`src/rtl/dds_pkg.sv`:
```
// Shared DDS definitions: default widths, channel-index width helper and phase/tune types.
package dds_pkg;
   localparam int DEF_CHANNELS   = 4;
   localparam int DEF_ACC_WIDTH  = 23;
   localparam int DEF_OUT_WIDTH  = 14;
   localparam int DEF_TUNE_WIDTH = 16;

   typedef logic [DEF_ACC_WIDTH-1:0]  phase_t;
   typedef logic [DEF_TUNE_WIDTH-1:0] tune_t;

   // A single voice still needs a one-bit channel tag.
   function automatic int ch_w(input int n);
      return (n > 1) ? $clog2(n) : 1;
   endfunction
endpackage

```
`src/rtl/phase_slot_adder.sv`:
```
// Shared accumulate stage: phase + zero-extended tuning word with carry-out;
// a hard-sync on the serviced voice forces a zero result and no wrap.
module phase_slot_adder
   import dds_pkg::*;
#(
   parameter int ACC_WIDTH  = DEF_ACC_WIDTH,
   parameter int TUNE_WIDTH = DEF_TUNE_WIDTH
) (
   input  logic [ACC_WIDTH-1:0]  i_phase,
   input  logic [TUNE_WIDTH-1:0] i_tune,
   input  logic                  i_sync,
   output logic [ACC_WIDTH-1:0]  o_sum,
   output logic                  o_carry
);
   logic [ACC_WIDTH:0] w_full;

   assign w_full = {1'b0, i_phase} + (ACC_WIDTH+1)'(i_tune);

   always_comb begin
      o_sum   = w_full[ACC_WIDTH-1:0];
      o_carry = w_full[ACC_WIDTH];
      if (i_sync) begin
         o_sum   = '0;
         o_carry = 1'b0;
      end
   end
endmodule

```
`src/rtl/multi_phase_accumulator.sv`:
```
// Round-robin multi-voice DDS phase accumulator sharing one adder across CHANNELS voices.
// Define PHASE_OFFSET_EN to add wr_sel and a per-voice output phase offset.
module multi_phase_accumulator
   import dds_pkg::*;
#(
   parameter int  CHANNELS   = DEF_CHANNELS,
   parameter int  ACC_WIDTH  = DEF_ACC_WIDTH,
   parameter int  OUT_WIDTH  = DEF_OUT_WIDTH,
   parameter int  TUNE_WIDTH = DEF_TUNE_WIDTH,
   localparam int CH_W       = ch_w(CHANNELS)
) (
   input  logic                  clk,
   input  logic                  rst,
   input  logic                  ce,
   input  logic                  wr_en,
   input  logic [CH_W-1:0]       wr_ch,
   input  logic [TUNE_WIDTH-1:0] wr_tune,
`ifdef PHASE_OFFSET_EN
   input  logic                  wr_sel,
`endif
   input  logic                  sync,
   input  logic [CH_W-1:0]       sync_ch,
   output logic                  phase_valid,
   output logic [CH_W-1:0]       phase_ch,
   output logic [OUT_WIDTH-1:0]  phase_out,
   output logic                  phase_wrap
);
   logic [CH_W-1:0]       r_ch_idx;
   logic [ACC_WIDTH-1:0]  r_phase [CHANNELS];
   logic [TUNE_WIDTH-1:0] r_tune  [CHANNELS];

   logic                  r_valid;
   logic [CH_W-1:0]       r_ch;
   logic [OUT_WIDTH-1:0]  r_phase_out;
   logic                  r_wrap;

   logic                  w_sync_hit;
   logic                  w_tune_we;
   logic [ACC_WIDTH-1:0]  w_sum;
   logic                  w_carry;
   logic [OUT_WIDTH-1:0]  w_phase_trunc;
   logic [OUT_WIDTH-1:0]  w_phase_next;

   assign w_sync_hit = sync && (sync_ch == r_ch_idx);

   phase_slot_adder #(
      .ACC_WIDTH  (ACC_WIDTH),
      .TUNE_WIDTH (TUNE_WIDTH)
   ) u_adder (
      .i_phase (r_phase[r_ch_idx]),
      .i_tune  (r_tune[r_ch_idx]),
      .i_sync  (w_sync_hit),
      .o_sum   (w_sum),
      .o_carry (w_carry)
   );

   assign w_phase_trunc = w_sum[ACC_WIDTH-1 -: OUT_WIDTH];

`ifdef PHASE_OFFSET_EN
   logic [OUT_WIDTH-1:0] r_off [CHANNELS];
   logic [OUT_WIDTH-1:0] w_off_wdata;

   // Offset writes take the low bits of the tuning-word bus, zero-extended if narrower.
   assign w_off_wdata  = OUT_WIDTH'(wr_tune);
   assign w_tune_we    = wr_en && !wr_sel;
   assign w_phase_next = w_phase_trunc + r_off[r_ch_idx];

   always_ff @(posedge clk) begin
      for (int i = 0; i < CHANNELS; i++) begin
         if (rst) begin
            r_off[i] <= '0;
         end else if (wr_en && wr_sel && (wr_ch == CH_W'(i))) begin
            r_off[i] <= w_off_wdata;
         end
      end
   end
`else
   assign w_tune_we    = wr_en;
   assign w_phase_next = w_phase_trunc;
`endif

   // Sync clears a voice regardless of ce; tune writes land after the old word was used.
   always_ff @(posedge clk) begin
      for (int i = 0; i < CHANNELS; i++) begin
         if (rst) begin
            r_phase[i] <= '0;
            r_tune[i]  <= '0;
         end else begin
            if (sync && (sync_ch == CH_W'(i))) begin
               r_phase[i] <= '0;
            end else if (ce && (r_ch_idx == CH_W'(i))) begin
               r_phase[i] <= w_sum;
            end
            if (w_tune_we && (wr_ch == CH_W'(i))) begin
               r_tune[i] <= wr_tune;
            end
         end
      end
   end

   always_ff @(posedge clk) begin
      if (rst) begin
         r_ch_idx    <= '0;
         r_valid     <= 1'b0;
         r_ch        <= '0;
         r_phase_out <= '0;
         r_wrap      <= 1'b0;
      end else begin
         r_valid <= ce;
         if (ce) begin
            r_ch_idx    <= (r_ch_idx == CH_W'(CHANNELS - 1)) ? '0 : r_ch_idx + 1'b1;
            r_ch        <= r_ch_idx;
            r_phase_out <= w_phase_next;
            r_wrap      <= w_carry;
         end
      end
   end

   assign phase_valid = r_valid;
   assign phase_ch    = r_ch;
   assign phase_out   = r_phase_out;
   assign phase_wrap  = r_wrap;
endmodule

```
`config.mk`:
```
export PLATFORM = sky130hd
export DESIGN_NAME = multi_phase_accumulator
export DESIGN_NICKNAME = d
export VERILOG_FILES = /design/src/rtl/dds_pkg.sv /design/src/rtl/phase_slot_adder.sv /design/src/rtl/multi_phase_accumulator.sv
export SDC_FILE = /design/constraint.sdc
export NUM_CORES = 1
export LEC_CHECK = 0
export ABC_AREA = 1
export CAP_MARGIN = 40
export CORE_ASPECT_RATIO = 2
export CORE_MARGIN = 8
export CORE_UTILIZATION = 55
export CTS_CLUSTER_DIAMETER = 60
export DETAILED_ROUTE_END_ITERATION = 6
export DONT_BUFFER_PORTS = 1
export GPL_ROUTABILITY_DRIVEN = 1
export HOLD_SLACK_MARGIN = 0.05
export MAX_ROUTING_LAYER = met4
export PLACE_DENSITY = 0.73
export SYNTH_ARGS = -nofsm -noshare
export SYNTH_HDL_FRONTEND = slang
export SYNTH_SLANG_ARGS = --single-unit
```
`constraint.sdc`:
```
create_clock -name clk -period 6.5 [get_ports clk]
set_input_delay 0.65 -clock clk [delete_from_list [all_inputs] [get_ports clk]]
set_output_delay 0.65 -clock clk [all_outputs]
set_load 0.05 [all_outputs]
```
==> results of run 1 <==
## metrics by stage
stage          cell area, um^2  setup slack [ns]  utilization (%)  power [mW]
2_1_floorplan             8550              3.70                -        1.88
3_3_place_gp              8720              3.13             57.0        2.06
3_5_place_dp              8740              3.05             57.1        2.07
4_1_cts                   9350              3.03             61.1        3.11
5_1_grt                   9350              2.63             61.1        3.23
6_report                  9350              2.98             61.1        3.11
## final timing paths
kind / start / endpoint / slack, ns / cells after the start
worst min-delay path: rst / phase_ch[0] / 0.28 / 1
worst max-delay path: flip-flop / r_phase[3][16] / 2.98 / 17
worst min register to register: r_ch_idx[0] / phase_ch[0] / 0.56 / 2
worst max register to register: flip-flop / r_phase[3][16] / 2.98 / 17
## kinds of logic (layout without fill, tap and decap cells)
| group | after synthesis | count (layout) | share of synthesized area, % |
|---|---|---|---|
| AND/OR/NAND/NOR | 457 | 457 | 21.9 |
| flip-flops | 178 | 178 | 59.9 |
| AO/OA/AOI/OAI | 160 | 160 | 10.2 |
| buffers and inverters | 100 | 105 | 4.68 |
| adder cells (fa/ha/maj) | 21 | 21 | 3.16 |
| XOR/XNOR | 1 | 1 | 0.102 |
## placed cells by master (no fill, tap or decap), drive strengths merged, types with 18 or more instances in the layout
cell / Yosys / final
ha: 20 / 20
edfxtp: 156 / 156
inv: 57 / 61
dfxtp: 22 / 22
a21oi: 25 / 25
o22ai: 32 / 32
nand2: 134 / 134
clkbuf: 34 / 18
nor2: 254 / 254
nand3: 42 / 42
o21ai: 96 / 96
## per-layer routing
metal | GRT usage (%) | share of wire, % | vias up
li1 | - | - | 3109
met1 | 21.5 | 34 | 3113
met2 | 43.6 | 57 | 252
met3 | 3.38 | 4.7 | 67
met4 | 13.6 | 4.1 | 0
met5 | - | 0 | -
## sequential cells by signal (all words and copies together), names as in the netlist, named ones only
name         cells
phase_ch         2
phase_out       14
phase_valid      1
phase_wrap       1
r_ch_idx         2
r_phase         92
r_tune          64
## critical path, stage by stage, from the launching register on
cell	delay, ns
dfxtp_2	0.33
inv_2	0.46
buf_4	0.52
o21ai_0	0.16
o22ai_1	0.16
ha_1	0.21
fa_1	0.19
nand2_1	0.07
nand2_1	0.09
nand3_1	0.15
o21ai_0	0.33
nand2_1	0.09
nand2_1	0.13
nand2_1	0.06
nand2_1	0.05
nor2_1	0.07
inv_1	0.11
nor2_1	0.05
## power by group through the flow
stage          Sequential (mW)  Clock [mW]  Combinational, mW
2_1_floorplan             1.44           0              0.448
3_3_place_gp              1.44           0              0.611
3_5_place_dp              1.45           0              0.619
4_1_cts                   1.42        1.07              0.623
5_1_grt                   1.43        1.10              0.698
6_report                  1.42        1.05              0.629
## cell type report
type	instances	area (um^2)	share of cell area [%]
sequential	178	5130	54.8
multi-input combinational	639	3030	32.4
clock buffer	18	429	4.59
tap	198	248	2.65
inverter	58	218	2.33
clock inverter	14	179	1.91
timing repair buffer	15	120	1.29
==> results.yml, run 1 <==
outcome:
  status: "complete, no violations"
synthesis:
  syn_inst: 917
  ys_ff_latch: 178
  synth_warnings: 0
  yosys.cell_types.count: 37
  syn_area_per_cell_um2: 9.33
  yosysMostFrequentCell: "nor2_1"
  synth_area_leaders: "edfxtp_1, nor2_1, nand2_1, dfxtp_1, o21ai_0"
  synth_top_area_cell: "edfxtp_1"
  netlist.area_leader.share_pct: 54.8
  synth_edf_count: 156
  ys_top_cells_by_count: "nor2_1, edfxtp_1, nand2_1"
  async_flop_share_pct: 0
  synth-main-ff-cell: "edfxtp_1"
  netlist_area_um2: 8550
  ys_seq_area_share_pct: 59.9
  syn-num-nets: 963
clock_tree:
  cts_hold_buf: 0
  post_cts_buffers: 0
  clk_pin_slew_ns: 0.07
  cts_buffers: 17
  cts_htree_levels: 4
  cts_tree: "done"
  cts_buffer_depth: 2
  root_buffer: "clkbuf_16"
  worstSkewPairLatency_ns: 0.43
  cts.sinks: 178
  cts_resized: 0
timing:
  slew_violations: 0
  worstMarginPinSlew_ns: 0.835
  period_share_pct: 54.1
  setup_viol: 0
  clock-skew-final_ns: 0.0131
  fin_crit_ns: 3.52
  setup-tns-final_ns: 0
  rsz0062_at_grt: "no"
  hold_violations: 0
  fmax_mhz: 284
  relSlewSlack_pct: 44.1
  hold_slack_ns: 0.283
detailed_routing:
  route.vias.total: 6541
  post-route-drc-count: 0
  drt-pass1-iter-count: 7
  antenna_left: 0
  wl_per_cell_um: 19.5
  viasPerCell: 5.84
  routed_wl_mm: 21.9
  drtIter0Drc: 506
global_routing:
  grt_pass1_vias: 6548
  grt_pass1_wl_mm: 34.2
  gr-usage-all-layers_pct: 23.0
  grt.overflow.total: 0
  grt_max_degree: 78
  antenna_found_initial: 0
floorplanning:
  fp.dieH_um: 192
  dieArea_um2: 20000
  num_rows: 64
  core_area_um2: 15300
  initial_core_util_pct: 55.9
  ios: 43
  die_x_um: 104
power:
  p_int_mw: 2.13
  powerDensity_nw_per_um2: 332
  seqPwrFrac_pct: 45.8
  ir_drop_uv: 202
  switching_share_pct: 31.6
  p_switching_mw: 0.981
  p_leak_nw: 3.74
  pwr-share-comb_pct: 20.2
  power_frac_clock_pct: 34.0
placement:
  hpwl_mm: 14.5
  place.gp.congestion: 0.961
  post-place-cells: 1088
  port-buffer-count: 0
finish:
  fillers: 1343
  layout-drive-gt1-share_pct: 7.16
  fin_cells: 1120
  area_growth_pct: 9.29
  final_nets: 955
  n_antenna_cell: 0
worst_setup_path:
  arrival_ns: 3.69
  setup.worst_path.start_class: "flip-flop"
  path_max_fanout: 46
  required_ns: 6.67
  end_kind: "flip-flop"
  crit_type: "reg2reg"
min_path:
  hp-class: "in2reg"
run:
  max-cap-violations: 0
No activity file was read; power rests on OpenSTA's default activity.
==> inputs of run 2 (changes only) <==
- clock period: 6.5 -> 3.7 ns (I/O delays scaled with it)
==> run 2 against run 1 <==
Net effect:
- the run now ends with design-rule violations left
- combinational power grew 73%
- sequential power up 76%
- maximum frequency grew 18%
- total power increased by 76%
- worst hold slack worse by 0.18 ns
- critical path depth down 1
- cell area up 1.0%
- first-iteration DRC count fell by 1.8%
- routed wire length decreased by 2.5%
- worst setup slack worse by 2.3 ns
- via count decreased by 1.0%
- critical path type unchanged
- highest routed layer unchanged
==> results.yml, run 2 (same netlist as run 1, synthesis figures left out) <==
outcome:
  status: "finished, violations left"
  violations: "design-rule violations"
timing:
  setup-tns-final_ns: 0
  rsz0062_at_grt: "no"
  hold_violations: 0
  relSlewSlack_pct: 45.0
  clock-skew-final_ns: 0.00792
  period_share_pct: 80.3
  slew_violations: 0
  timing.final.ws_setup_ns: 0.727
  worstMarginPinSlew_ns: 0.823
  fin_crit_ns: 2.97
  setup_viol: 0
  fmax_mhz: 336
clock_tree:
  cts_resized: 0
  cts.sinks: 178
  clk_pin_slew_ns: 0.07
  cts_htree_levels: 4
  root_buffer: "clkbuf_16"
  cts_buffers: 17
  worstSkewPairLatency_ns: 0.43
  post_cts_buffers: 0
  cts_buffer_depth: 2
  cts_tree: "done"
placement:
  pre_cts_ws_ns: 0.778
  port-buffer-count: 0
  place.gp.congestion: 0.948
  hpwl_mm: 14.2
  post-place-cells: 1089
global_routing:
  gr-usage-all-layers_pct: 22.6
  antenna_found_initial: 0
  grt_max_degree: 78
  grt.overflow.total: 0
  grt_pass1_vias: 6563
  grt_pass1_wl_mm: 33.8
worst_setup_path:
  cp_slowest_stage_delay_ns: 0.38
  r2r-end: "r_phase[1][16]"
  end_kind: "flip-flop"
  cp_top_family: "simple AND/OR/NAND/NOR gates"
  cp_num_buf_inv: 4
  path_cells: "inv_2 -> buf_12 -> o21ai_0 -> o22ai_1 -> ha_1 -> nand2_1 -> inv_1 -> nand3_1 -> o21ai_0 -> nand2_1 -> nand2_1 -> nand2_1 -> nand2_1 -> nor2_1 -> inv_1 -> nor2_1"
  r2r_setup_slack_ns: 0.73
  reg2regPathDepth: 16
  crit_top_cell: "nand2_1"
  critPathSlowestCell: "o21ai_0"
  required_ns: 3.88
  path_max_fanout: 65
  setup.worst_path.start_class: "flip-flop"
  crit_type: "reg2reg"
  arrival_ns: 3.15
floorplanning:
  num_rows: 64
  core_area_um2: 15300
  ios: 43
  dieArea_um2: 20000
  fp.dieH_um: 192
  initial_core_util_pct: 55.9
  die_x_um: 104
finish:
  area_growth_pct: 10.4
  fillers: 1287
  fin_cells: 1122
  mostFrequentLayoutCells: "nor2_1, edfxtp_1, nand2_1"
  final_nets: 957
  layout-drive-gt1-share_pct: 7.25
  n_antenna_cell: 0
  top_register: "r_phase"
  largest_register_ffs: 92
  final_common_cell: "nor2_1"
power:
  ir_drop_uv: 406
  powerDensity_nw_per_um2: 580
  power.total_mw: 5.48
  p_leak_nw: 3.78
detailed_routing:
  post-route-drc-count: 8
  wl_met1_mm: 7.50
  drtIter0Drc: 497
  wl_met3_um: 855
  route.met2.wl_mm: 12.1
  viasPerCell: 5.77
  top_layer: "met4"
  wl_per_cell_um: 19.0
  route.vias.total: 6474
  antenna_left: 0
  drt-pass1-iter-count: 7
  routed_wl_mm: 21.3
min_path:
  hold_start: "rst"
  hold_path_end: "phase_valid"
  min_path_cells: 1
  hp-class: "in2reg"
run:
  max-cap-violations: 0
run 2: layer usage:
layer	up-vias	track usage, %
li1	3118	-
met1	3096	20.8
met2	199	43.2
met3	61	3.34
met4	0	12.7
met5	-	-
run 2: stage by stage:
step	hold slack, ns	util [%]	cell area [um^2]
floorplan	0.439	-	8550
global placement	0.442	57.4	8790
detailed placement	0.446	57.6	8810
CTS	0.0936	61.7	9440
global route	0.0975	61.7	9440
finish	0.106	61.7	9440
run 2: where the power goes:
| part | leakage (nW) | internal [mW] | switching [mW] | total [mW] |
|---|---|---|---|---|
| sequential | 1.78 | 2.36 | 0.149 | 2.50 |
| combinational | 1.70 | 0.318 | 0.773 | 1.09 |
| clock | 0.302 | 1.09 | 0.796 | 1.88 |
run 2: repair_timing:
| action | 4_1_cts | 5_1_grt |
|---|---|---|
| hold buffers | 1 | 0 |
| hold endpoints to repair | 1 | 0 |
| endpoints found under the setup margin | 0 | 0 |
run 2: worst max-delay path by stage:
stage                           endpoint  slack, ns  cells after the start
after floorplan           r_phase[3][22]       0.90                     20
after global placement    r_phase[2][13]       0.81                     14
after detailed placement  r_phase[1][16]       0.78                     15
after CTS                 r_phase[1][16]       0.76                     15
after global routing      r_phase[1][16]       0.48                     16
final                     r_phase[1][16]       0.73                     16
run 2: layout make-up:
type	count	area, um^2	area share [%]
tap	198	248	2.62
clock buffer	17	425	4.51
multi-input combinational	639	3030	32.1
timing repair buffer	17	200	2.12
clock inverter	15	196	2.08
inverter	58	218	2.31
sequential	178	5130	54.3
==> inputs of run 3 (changes only) <==
- PLACE_DENSITY: 0.73 -> 0.76
- clock period: 3.7 -> 2.6 ns (I/O delays scaled with it)
==> run 3 against run 2 <==
Net effect:
- critical path type unchanged
- the run ends with negative setup slack left
- total power increased by 57%
- cell count increased by 7.5%
- clock skew increased by 0.0051 ns
- worst hold slack got worse by 0.033 ns
- highest routed layer unchanged
==> results.yml, run 3 (same netlist as run 1, synthesis figures left out) <==
timing:
  slew_violations: 0
  rsz0062_at_grt: "yes"
  period_share_pct: 105
  relSlewSlack_pct: 47.4
  hold_violations: 0
  fmax_mhz: 366
  clock-skew-final_ns: 0.0130
  fin_crit_ns: 2.73
  worstMarginPinSlew_ns: 0.787
  timing.final.ws_setup_ns: -0.132
  setup_viol: 42
floorplanning:
  core_area_um2: 15300
  num_rows: 64
  die_x_um: 104
  ios: 43
  initial_core_util_pct: 55.9
  fp.dieH_um: 192
  dieArea_um2: 20000
detailed_routing:
  routed_wl_mm: 24.0
  drtIter0Drc: 612
  route.vias.total: 7051
  drt-pass1-iter-count: 6
  viasPerCell: 5.85
  wl_per_cell_um: 19.9
  post-route-drc-count: 0
  antenna_left: 0
clock_tree:
  cts.sinks: 178
  clk_pin_slew_ns: 0.07
  cts_buffer_depth: 2
  worstSkewPairLatency_ns: 0.44
  cts_tree: "done"
  cts_buffers: 17
  root_buffer: "clkbuf_16"
  cts_htree_levels: 4
placement:
  port-buffer-count: 0
  pre_cts_ws_ns: -0.254
  placed_cell_area_um2: 9270
  place.gp.congestion: 0.953
  hpwl_mm: 15.5
run:
  max-cap-violations: 0
worst_setup_path:
  arrival_ns: 2.90
  reg2regPathDepth: 18
  end_kind: "flip-flop"
  required_ns: 2.77
  setup.worst_path.start_class: "flip-flop"
  r2r-end: "r_phase[2][22]"
  crit_type: "reg2reg"
  r2r_setup_slack_ns: -0.13
  path_max_fanout: 8
finish:
  final_common_cell: "nor2_1"
  largest_register_ffs: 92
  mostFrequentLayoutCells: "nor2_1, edfxtp_1, nand2_1"
  n_antenna_cell: 0
  design_area_um2: 10700
  top_register: "r_phase"
  final_nets: 1041
  fillers: 1098
  area_growth_pct: 24.6
  seqCellArea_um2: 5130
  multi_input_area_um2: 3540
  layout-drive-gt1-share_pct: 26.2
global_routing:
  gr-usage-all-layers_pct: 23.9
  grt_pass1_vias: 7008
  grt_pass1_wl_mm: 35.7
  antenna_found_initial: 0
  grt.overflow.total: 0
  grt_max_degree: 26
min_path:
  hp-class: "in2reg"
  min_path_cells: 2
  hold_path_end: "r_tune[0][7]"
  hold_start: "wr_tune[7]"
power:
  p_leak_nw: 4.29
  powerDensity_nw_per_um2: 807
  ir_drop_uv: 529
outcome:
  status: "finished, violations left"
  violations: "negative setup slack"
==> run 3: cell count changes in the layout (fill, tap and decap cells not counted), moves of 17 or more <==
cell     before  now
buf_4         9   81
nand2_2       6   34
nand2_1     128   98
o21ai_1       8   32
nor2_1      252  235
o21ai_0      87   50
==> run 3: worst max-delay path, cell delays in order, from the launching register on <==
cell and delay, ns:
dfxtp_4 0.41, inv_8 0.07, buf_4 0.18, nor2_2 0.10, o22ai_1 0.10, ha_2 0.21, fa_2 0.37, nand2_2 0.09
nand2_2 0.09, nand3_4 0.13, nand2_2 0.09, nand2_2 0.07, nand2_2 0.07, nand2_2 0.11, nand2_4 0.08, nand2_2 0.08
nand2_2 0.08, nand3_4 0.09, nor2_1 0.07
==> run 3: worst max path at each step <==
stage / endpoint / slack [ns]
after global placement: r_phase[0][16] / -0.1
final: r_phase[2][22] / -0.13
after floorplan: r_phase[0][13] / -0.02
after global routing: r_phase[1][22] / -0.22
after CTS: r_phase[1][22] / -0.03
after detailed placement: phase_out[1] / -0.25
==> run 3: stage by stage <==
stage / power, mW / hold WS, ns / util, % / TNS (ns) / instances
after detailed placement: 5.51 / 0.338 / 60.6 / -6.93 / 1150
final: 8.60 / 0.0729 / 69.7 / -2.02 / 1206
after global placement: 5.47 / 0.331 / 60.6 / -2.15 / 1150
after floorplan: 4.72 / 0.329 / - / -0.0800 / 917
after CTS: 8.16 / 0.0634 / 66.4 / -0.348 / 1193
after global routing: 8.91 / 0.0864 / 69.7 / -9.57 / 1206
==> run 3: final cells by class <==
cell class,count,area share [%]
Clock inverter,14,1.30
Tap cell,198,2.33
Inverter,58,2.11
Timing Repair Buffer,101,8.84
Multi-Input combinational cell,639,33.2
Clock buffer,18,4.03
Sequential cell,178,48.2
==> run 3: timing repair <==
action,in CTS,in global routing
gates resized for setup,61,117
endpoints found under the hold margin,2,0
buffers inserted,7,12
hold buffers,2,0
pin swaps,18,42
gates cloned,2,1
endpoints found under the setup margin,82,83
==> run 3: metal layers <==
metal	part of all wire, %	vias up	global-route usage [%]
met5	0	-	-
met4	5.4	0	16.2
met3	5.5	97	3.44
met2	56	276	45.0
met1	33	3388	21.8
li1	-	3290	-
==> run 3: where the power goes <==
group	switching (mW)	internal (mW)
Sequential	0.223	3.35
Clock	1.15	1.35
Combinational	1.50	1.03
